## src/rtl/uart_send_pkg.sv

```systemverilog
// Shared UART timing constants and transmitter state encoding.
// The receiver imports the same definitions so both ends agree on bit timing.
package uart_send_pkg;

    localparam int unsigned CLK_FREQ  = 100_000_000;
    localparam int unsigned BAUD_RATE = 9600;
    localparam int unsigned BAUD_END  = CLK_FREQ / BAUD_RATE - 1;
    localparam int unsigned BAUD_HALF = BAUD_END / 2;

    // Wide enough for BAUD_END at 100 MHz / 9600 baud.
    localparam int unsigned CNT_W = 14;

    typedef enum logic [1:0] {
        StIdle  = 2'd0,
        StStart = 2'd1,
        StData  = 2'd2,
        StStop  = 2'd3
    } tx_state_e;

    function automatic int unsigned baud_end(input int unsigned clk_freq,
                                             input int unsigned baud_rate);
        return clk_freq / baud_rate - 1;
    endfunction

endpackage

```

## src/rtl/uart_send_if.sv

```systemverilog
// Byte handshake between the controller (master) and the UART transmitter (slave).
interface uart_send_if;

    logic       valid;
    logic [7:0] data;
    logic       ready;
    logic       done;

    modport master (
        output valid,
        output data,
        input  ready,
        input  done
    );

    modport slave (
        input  valid,
        input  data,
        output ready,
        output done
    );

endinterface

```

## src/rtl/uart_send_baud_tick.sv

```systemverilog
// Bit-period counter: one-cycle tick every BaudEnd+1 clocks while enabled, held at zero otherwise.
module uart_send_baud_tick
    import uart_send_pkg::*;
#(
    parameter int unsigned BaudEnd = BAUD_END
) (
    input  logic             clk,
    input  logic             rst,
    input  logic             en_i,
    output logic [CNT_W-1:0] cnt_o,
    output logic             tick_o
);

    localparam logic [CNT_W-1:0] EndVal = CNT_W'(BaudEnd);

    logic [CNT_W-1:0] cnt_q, cnt_d;

    always_comb begin
        cnt_d = cnt_q + 1'b1;
        if (!en_i || tick_o) begin
            cnt_d = '0;
        end
    end

    always_ff @(posedge clk or posedge rst) begin
        if (rst) begin
            cnt_q <= '0;
        end else begin
            cnt_q <= cnt_d;
        end
    end

    assign tick_o = en_i && (cnt_q == EndVal);
    assign cnt_o  = cnt_q;

endmodule

```

## src/rtl/uart_send.sv

```systemverilog
// 8N1 UART transmitter, LSB first. All outputs are flops; the next accepted byte's start bit
// follows the stop bit directly when valid arrives in the done cycle.
module uart_send
    import uart_send_pkg::*;
#(
    parameter int unsigned ClkFreq  = CLK_FREQ,
    parameter int unsigned BaudRate = BAUD_RATE
) (
    input  logic        clk,
    input  logic        rst,
    uart_send_if.slave  tx,
    output logic        dout
);

    localparam int unsigned      BaudEnd = baud_end(ClkFreq, BaudRate);
    localparam logic [CNT_W-1:0] PreEnd  = CNT_W'(BaudEnd - 1);

    tx_state_e        state_q, state_d;
    logic [2:0]       bit_q, bit_d;
    logic [7:0]       shift_q, shift_d;
    logic             dout_q, dout_d;
    logic             ready_q, ready_d;
    logic             done_q, done_d;
    logic             accept;
    logic             tick;
    logic [CNT_W-1:0] cnt;

    uart_send_baud_tick #(
        .BaudEnd (BaudEnd)
    ) u_baud_tick (
        .clk    (clk),
        .rst    (rst),
        .en_i   (state_q != StIdle),
        .cnt_o  (cnt),
        .tick_o (tick)
    );

    always_comb begin
        state_d = state_q;
        bit_d   = bit_q;
        shift_d = shift_q;
        ready_d = ready_q;
        done_d  = 1'b0;
        dout_d  = 1'b1;
        accept  = 1'b0;

        unique case (state_q)
            StIdle: begin
                accept = tx.valid && ready_q;
            end
            StStart: begin
                if (tick) state_d = StData;
            end
            StData: begin
                if (tick) begin
                    if (bit_q == 3'd7) state_d = StStop;
                    else               bit_d   = bit_q + 3'd1;
                end
            end
            StStop: begin
                // Flag completion in the last stop cycle so a new byte can start without a gap.
                if (cnt == PreEnd) begin
                    done_d  = 1'b1;
                    ready_d = 1'b1;
                end
                if (tick) begin
                    state_d = StIdle;
                    accept  = tx.valid && ready_q;
                end
            end
        endcase

        if (accept) begin
            shift_d = tx.data;
            bit_d   = 3'd0;
            ready_d = 1'b0;
            state_d = StStart;
        end

        // Line level follows the state being entered, so dout stays a pure flop output.
        unique case (state_d)
            StIdle:  dout_d = 1'b1;
            StStart: dout_d = 1'b0;
            StData:  dout_d = shift_d[bit_d];
            StStop:  dout_d = 1'b1;
        endcase
    end

    always_ff @(posedge clk or posedge rst) begin
        if (rst) begin
            state_q <= StIdle;
            bit_q   <= 3'd0;
            shift_q <= 8'h00;
            dout_q  <= 1'b1;
            ready_q <= 1'b1;
            done_q  <= 1'b0;
        end else begin
            state_q <= state_d;
            bit_q   <= bit_d;
            shift_q <= shift_d;
            dout_q  <= dout_d;
            ready_q <= ready_d;
            done_q  <= done_d;
        end
    end

    assign dout     = dout_q;
    assign tx.ready = ready_q;
    assign tx.done  = done_q;

endmodule

```

## src/flat_wrapper.sv

```systemverilog
// flat-port wrapper written by rule: the top's interface ports become plain ports
module uart_send_flat import uart_send_pkg::*;
#(
    parameter int unsigned ClkFreq  = CLK_FREQ,
    parameter int unsigned BaudRate = BAUD_RATE
)
  (clk, rst, dout, tx_valid, tx_data, tx_ready, tx_done);
  uart_send_if tx_i ();
  input  logic clk;
  input  logic rst;
  output logic dout;
  input wire logic [$bits(tx_i.valid)-1:0] tx_valid;
  input wire logic [$bits(tx_i.data)-1:0] tx_data;
  output wire logic [$bits(tx_i.ready)-1:0] tx_ready;
  output wire logic [$bits(tx_i.done)-1:0] tx_done;
  assign tx_i.valid = tx_valid;
  assign tx_i.data = tx_data;
  assign tx_ready = tx_i.ready;
  assign tx_done = tx_i.done;
  uart_send #(.ClkFreq(ClkFreq), .BaudRate(BaudRate)) u_core (.clk(clk), .rst(rst), .tx(tx_i), .dout(dout));
endmodule
```

## config.mk

```make
export PLATFORM = sky130hd
export DESIGN_NAME = uart_send_flat
export DESIGN_NICKNAME = d
export VERILOG_FILES = /design/src/rtl/uart_send_pkg.sv /design/src/rtl/uart_send_if.sv /design/src/rtl/uart_send_baud_tick.sv /design/src/rtl/uart_send.sv /design/src/flat_wrapper.sv
export SDC_FILE = /design/constraint.sdc
export NUM_CORES = 1
export LEC_CHECK = 0
export CAP_MARGIN = 20
export CORE_MARGIN = 2
export CORE_UTILIZATION = 50
export DETAILED_ROUTE_END_ITERATION = 8
export MAX_ROUTING_LAYER = met4
export PLACE_DENSITY = 0.71
export SETUP_SLACK_MARGIN = 0.1
export SYNTH_ARGS = -nofsm -noshare
export SYNTH_HDL_FRONTEND = slang
export SYNTH_SLANG_ARGS = --single-unit
```

## constraint.sdc

```tcl
create_clock -name clk -period 7.1 [get_ports clk]
set_input_delay 1.065 -clock clk [delete_from_list [all_inputs] [get_ports clk]]
set_output_delay 1.065 -clock clk [all_outputs]
set_load 0.005 [all_outputs]
```

**Yosys cells after proc, flatten, opt, wreduce, memory -nomap -nowiden**

Index checks and enable logic that the tools add are counted.

- Word-level logic and storage cells: 52
- Output and inout port bits: 3
- Bits in registers: 30
- Input bits: 11

- Muxes and demuxes: 22
- $lt $le $gt $ge: 1
- Add/subtract/negate cells: 2
- Reductions and logical operators: 11
- Equal/unequal tests: 9

Operator list:

| kind | count |
|---|---|
| 14-bit == test, second input constant | 2 |
| 14-bit by 1-bit adder with 14-bit output, second input constant | 1 |
| 14-bit 2-to-1 mux | 1 |
| 3-bit 2-to-1 mux | 4 |
| 2-bit 2-to-1 mux | 5 |
| 2-bit == test, second input constant | 4 |
| 8-bit 2-to-1 mux | 1 |
| 1-bit 2-to-1 mux | 7 |
| 2-bit one-hot mux with 3 select lines | 1 |
| 2-bit nonzero test | 3 |
| 2-bit by 1-bit == test with 1-bit output, second input constant | 2 |
| 2-bit logical NOT | 2 |
| 3-bit by 4-bit less-than comparator with 1-bit output, second input constant | 1 |
| 3-bit by 1-bit adder with 3-bit output, second input constant | 1 |
| 1-bit binary-select mux with 3-bit select | 1 |
| 3-bit == test, second input constant | 1 |
| 1-bit one-hot mux with 3 select lines | 1 |
| 1-bit logical AND | 2 |
| 1-bit one-hot mux with 2 select lines | 1 |
| 2-bit AND reduction | 1 |
| 2-bit OR reduction | 1 |
| 1-bit logical NOT | 1 |
| 1-bit logical OR | 1 |

**Logic depth before layout (Yosys ltp)**

- Depth after elaboration: 8
- Depth in mapped cells: 12
- Mapped depth without buffers: 11

**Modules after synthesis**

Synthesis repeated with hierarchy kept, for this count alone.

- Cell total of the unflattened synthesis: 168
- Area, all modules: 1685.4 sq um

By module, submodules not included:

| module | area each (sq um) | cells each | sequential area each (sq um) | times used |
|---|---|---|---|---|
| uart_send | 972.2 | 94 | 402.9 | 1 |
| uart_send_baud_tick | 713.2 | 74 | 350.3 | 1 |

**Worst setup path after synthesis**

OpenSTA, ideal clock, no wires.

- Kind: input port to flip-flop
- Start: input tx_valid
- End: register u_core.dout_q (netlist: u_core.dout)
- Setup time: 0.087 ns
- Cell stages on the path: 10
- Required time: 7.013 ns
- Setup slack: 4.378 ns
- Path buffers: 1
- Arrival: 2.635 ns
- Cells stage by stage: and3b_1 nand2_1 o21ai_1 buf_2 a21oi_1 o21ai_0 inv_1 ha_1 nor3_1 a221oi_2

- Longest elaborated chain between the ends: 7
- Elaborated cells on any way between the ends: 14
- Classes of those cells: eq/ne: 3; mux: 8; reduce/logical: 3

Ends and longest elaborated chain:

| element | line | source |
|---|---|---|
| from (decl) | flat_wrapper.sv:12 | `input wire logic [$bits(tx_i.valid)-1:0] tx_valid;` |
| 1-bit logical AND * | uart_send.sv:49, uart_send.sv:68 |  |
| 1-bit 2-to-1 mux | uart_send.sv:66 | `if (tick) begin` |
| 1-bit one-hot mux with 2 select lines * | uart_send.sv:47 | `unique case (state_q)` |
| 2-bit 2-to-1 mux * | uart_send.sv:73 | `if (accept) begin` |
| via u_core.state_d[1] | uart_send.sv:18 | `tx_state_e state_q, state_d;` |
| 2-bit == test / 2-bit logical NOT (equally long branches) | uart_send.sv:81 | `unique case (state_d)` |
| 2-bit OR reduction (no line) | - |  |
| 1-bit one-hot mux with 3 select lines * | uart_send.sv:81 |  |
| via u_core.dout_d | uart_send.sv:21 | `logic dout_q, dout_d;` |
| to (signal assigned) | uart_send.sv:101 | `dout_q <= dout_d;` |
| to (decl) | uart_send.sv:21 |  |

The timed path passes the listed nets; every way through them passes the cells marked *. The select of a mux whose other input is x is not followed.
A chain may end at the register's enable or synchronous reset.

**Worst setup path after layout**

Ends and elaborated chain as after synthesis.

==> impl_results.md <==
* Yosys top cell area share at a little over two fifths
* Synth Instances at 152
* Post-DRT Antenna Nets at 0
* Worst hold path class: register to register
* Number of warnings issued by yosys at 0
* Vias/cell at 5.244
* Largest buffer count on any clock path at 2
* Sinks on the clock net at 30
* Number of setup violations in the final report at 0
* Largest clock skew in the final design at ~0.0033 ns
* PostCTS Resize Cnt at 0
* Leak Pwr at 0.8408 nW
* Final cycle utilization of the critical path at approximately two fifths
* Main area contributors after synthesis: dfrtp_1 (44%), ha_1 (7.8%), nor2_1 (6.1%)
* Router iterations before antenna repair at 4
* Detail Placement HPWL at ~2.1 mm
* Largest net degree at the start of global routing at 17
* Endpoint type of the worst setup path: register
* Syn nets at about 170
* Number of levels in the clock H-tree at 2
* Number of buffers created by CTS at 5
* Wire length of the first global-routing pass at between 5 and 6 mm
* DRC viols at 0
* Vias in the first global route at approximately 1,200
* Routed WL per cell at between 10 and 15 um
* Final Critical Period at around 2.9 ns
* Area added between synthesis and finish at 16.91%
* Quantity of I/O buffers inserted on ports at 13
* Most common library cell in the layout ignoring fill and taps: dfrtp_1
* Cell type group with the largest total delay on the critical path: buffers and inverters
* Crit start category: input pin
* Final Cell Area at around 1900 um^2
* Critical-path maximum fanout at 13
* Power Density at about 280 nW/um^2
* Number of buffers and inverters on the critical path at 3
* Post CTS Setup Buffer Count at 0
* Nets at 193
* Outcome: finished clean
* Weighted congestion at the end of routability-driven global placement at a little over 0.8
* CTS tree: yes
* Maxcap violations at 0
* Number of hold buffers added after cts at 0
* Share of synthesized registers carrying an async set or reset at 100.0%
* Global route total overflow at 0
* All-Layer GR Usage at ~20%
* Required time of the worst setup path at 7.35 ns
* FP Rows at 20
* Area of the core at slightly above 3000 um^2
* Worst slew margin relative to its limit at between 50% and 60%
* Layout cell share with drive strength beyond 1 at 15.61%
* Slew @ Worst Pin at 0.6558 ns
* Primary FF master, synth: dfrtp_1
* Unrepaired setup endpoints after global routing: no
* Initial Util at a little over half
* Number of enable flip-flop cells after synthesis at 0
* Reported net switching power at 0.0001703 W
* Number of violations reported at the end of detailed-routing iteration 0 at 54
* Post-placement cell area at 1809 um^2
* Final-layout setup total negative slack at 0 ns
* Die height at slightly above 60 um
* Max Slew Vio Count at 0
* Share of total power in sequential cells at between 40% and 50%
* Wire length the detailed router placed on met1 at roughly 1.4 mm
* Maximum cell stage delay along the critical path at 0.45 ns
* Total met2 wirelength after detailed routing at 1.386 mm
* Flip-flop and latch count after synthesis at 30
* Total wirelength of the detailed-routed design at around 3.0 mm
* Final hold violation count at 0
* Worst vdd ir at approximately 0.00017 V
* Root Buffer: clkbuf_4
* Cell breakdown of the critical path: clkdlybuf4s50_1 > and3b_1 > nand2_1 > o21ai_1 > buf_4 > a21oi_1 > o21ai_0 > inv_1 > ha_1 > nor3_1 > a221oi_2
* Wire length on met3 at between 100 and 150 um
* Floorplan die area at roughly 3700 um^2
* Average instance area after synthesis at between 10 and 15 um^2
* Worst-path clk slew at around 0.090 ns
* Crit path arrival time at roughly 3.2 ns
* Clock power frac at 20.5%
* Part of the total power dissipated in combinational logic at approximately a third
* Commonest non-fill, non-tap cells in the layout: dfrtp_1 (28), nor2_1 (26), clkdlybuf4s50_1 (13)
* Peak clock frequency supported by timing at 343.4 MHz
* Post-synthesis cell type with the largest combined area: dfrtp_1
* Initial antenna violation count at 0
* Synthesized cell area at about 1600 um^2
* CP Class: input pin to register
* Vias at 1,138
* Number of unique standard cell types used by synthesis at 39
* Count of pins on the block boundary at 14
* Sequential fraction of the synthesis area at between 40% and 50%
* DR top layer: met4
* Switching power as a share of total power at between 30% and 40%
* Number of inserted diodes at 0
* Latest clock arrival within the worst-skew pair at about 0.33 ns
* Int Power at 0.0003477 W
* Crit path max-delay cell type: clkdlybuf4s50_1
* Horizontal extent of the die at just over 60 um
==> power groups by stage <==
stage               clock network [W]  logic, W  registers [W]
finish                       0.000106  0.000172       0.000240
global route                 0.000119  0.000191       0.000246
CTS                          0.000112  0.000172       0.000240
detailed placement                  0  0.000169       0.000244
global placement                    0  0.000160       0.000240
floorplan                           0  0.000125       0.000236
==> layout make-up <==
| cell class | count | area (um^2) |
|---|---|---|
| clock buffers | 7 | 55.05 |
| clock inverters | 1 | 5.005 |
| fillers | 283 | 1176 |
| inverters | 9 | 33.78 |
| multi-input cells | 111 | 809.5 |
| flip-flops and latches | 30 | 753.2 |
| well taps | 44 | 55.05 |
| repair buffers | 15 | 165.2 |
==> state kept, by name, indices dropped and copies added, names as in the netlist <==
register,cells
u_core.u_baud_tick.cnt_o,14
u_core.shift_q,8
u_core.bit_q,3
u_core.state_q,2
u_core.dout,1
u_core.tx.done,1
u_core.tx.ready,1
==> synthesized netlist by cell type, types with 2 or more instances <==
library cell,instances
and3_1,4
inv_1,9
nand3_1,9
mux2_2,7
a31oi_1,2
xor2_1,5
a21oi_1,3
nand4_1,2
nor2_1,26
o21ai_0,3
dfstp_2,2
o21ai_1,2
dfrtp_1,28
mux2i_1,2
nand2b_1,3
ha_1,10
nand2_1,7
xnor2_1,7
==> per-layer routing <==
metal / vias to the layer above / GRT usage [%]
li1: 560 / -
met1: 553 / 25.07
met2: 23 / 31.18
met3: 2 / 6.397
met4: 0 / 6.522
met5: - / -
==> per-stage QoR <==
step           hold WS, ns  worst slack, ns  util (%)  cells  total power [W]
6_report            0.5073            4.188     61.48    217        0.0005180
5_1_grt             0.5395            4.033     61.48    217        0.0005566
4_1_cts             0.5121            3.828     61.23    216        0.0005241
3_5_place_dp        0.4880            3.475     59.26    208        0.0004127
3_3_place_gp        0.4821            3.554     58.36    207        0.0004002
2_1_floorplan       0.4681            4.378         -    152        0.0003612
==> path summary, 6_finish.rpt <==
| kind | endpoint | start | slack [ns] | cells past startpoint |
|---|---|---|---|---|
| setup reg to reg | u_core.dout$_DFF_PP1_ | u_core.state_q[0]$_DFF_PP0_ | 4.43 | 11 |
| max in group asynchronous | u_core.tx.ready$_DFFE_PP1P_ | rst | 5.39 | 3 |
| hold / removal | u_core.shift_q[0]$_DFF_PP0_ | u_core.shift_q[0]$_DFF_PP0_ | 0.51 | 1 |
| hold reg to reg | u_core.shift_q[0]$_DFF_PP0_ | u_core.shift_q[0]$_DFF_PP0_ | 0.51 | 1 |
| setup / recovery | u_core.dout$_DFF_PP1_ | tx_valid | 4.19 | 11 |
| min in group asynchronous | u_core.bit_q[1]$_DFF_PP0_ | rst | 1.12 | 2 |
==> cells by family after synthesis <==
group	synth area share, %
adder cells (fa/ha/maj)	7.794
AO/OA/AOI/OAI	6.624
buffers and inverters	2.649
XOR/XNOR	6.547
flip-flops	46.92
multiplexers	7.093
AND/OR/NAND/NOR	22.37
Note: power is estimated with default switching activity, not from simulation.
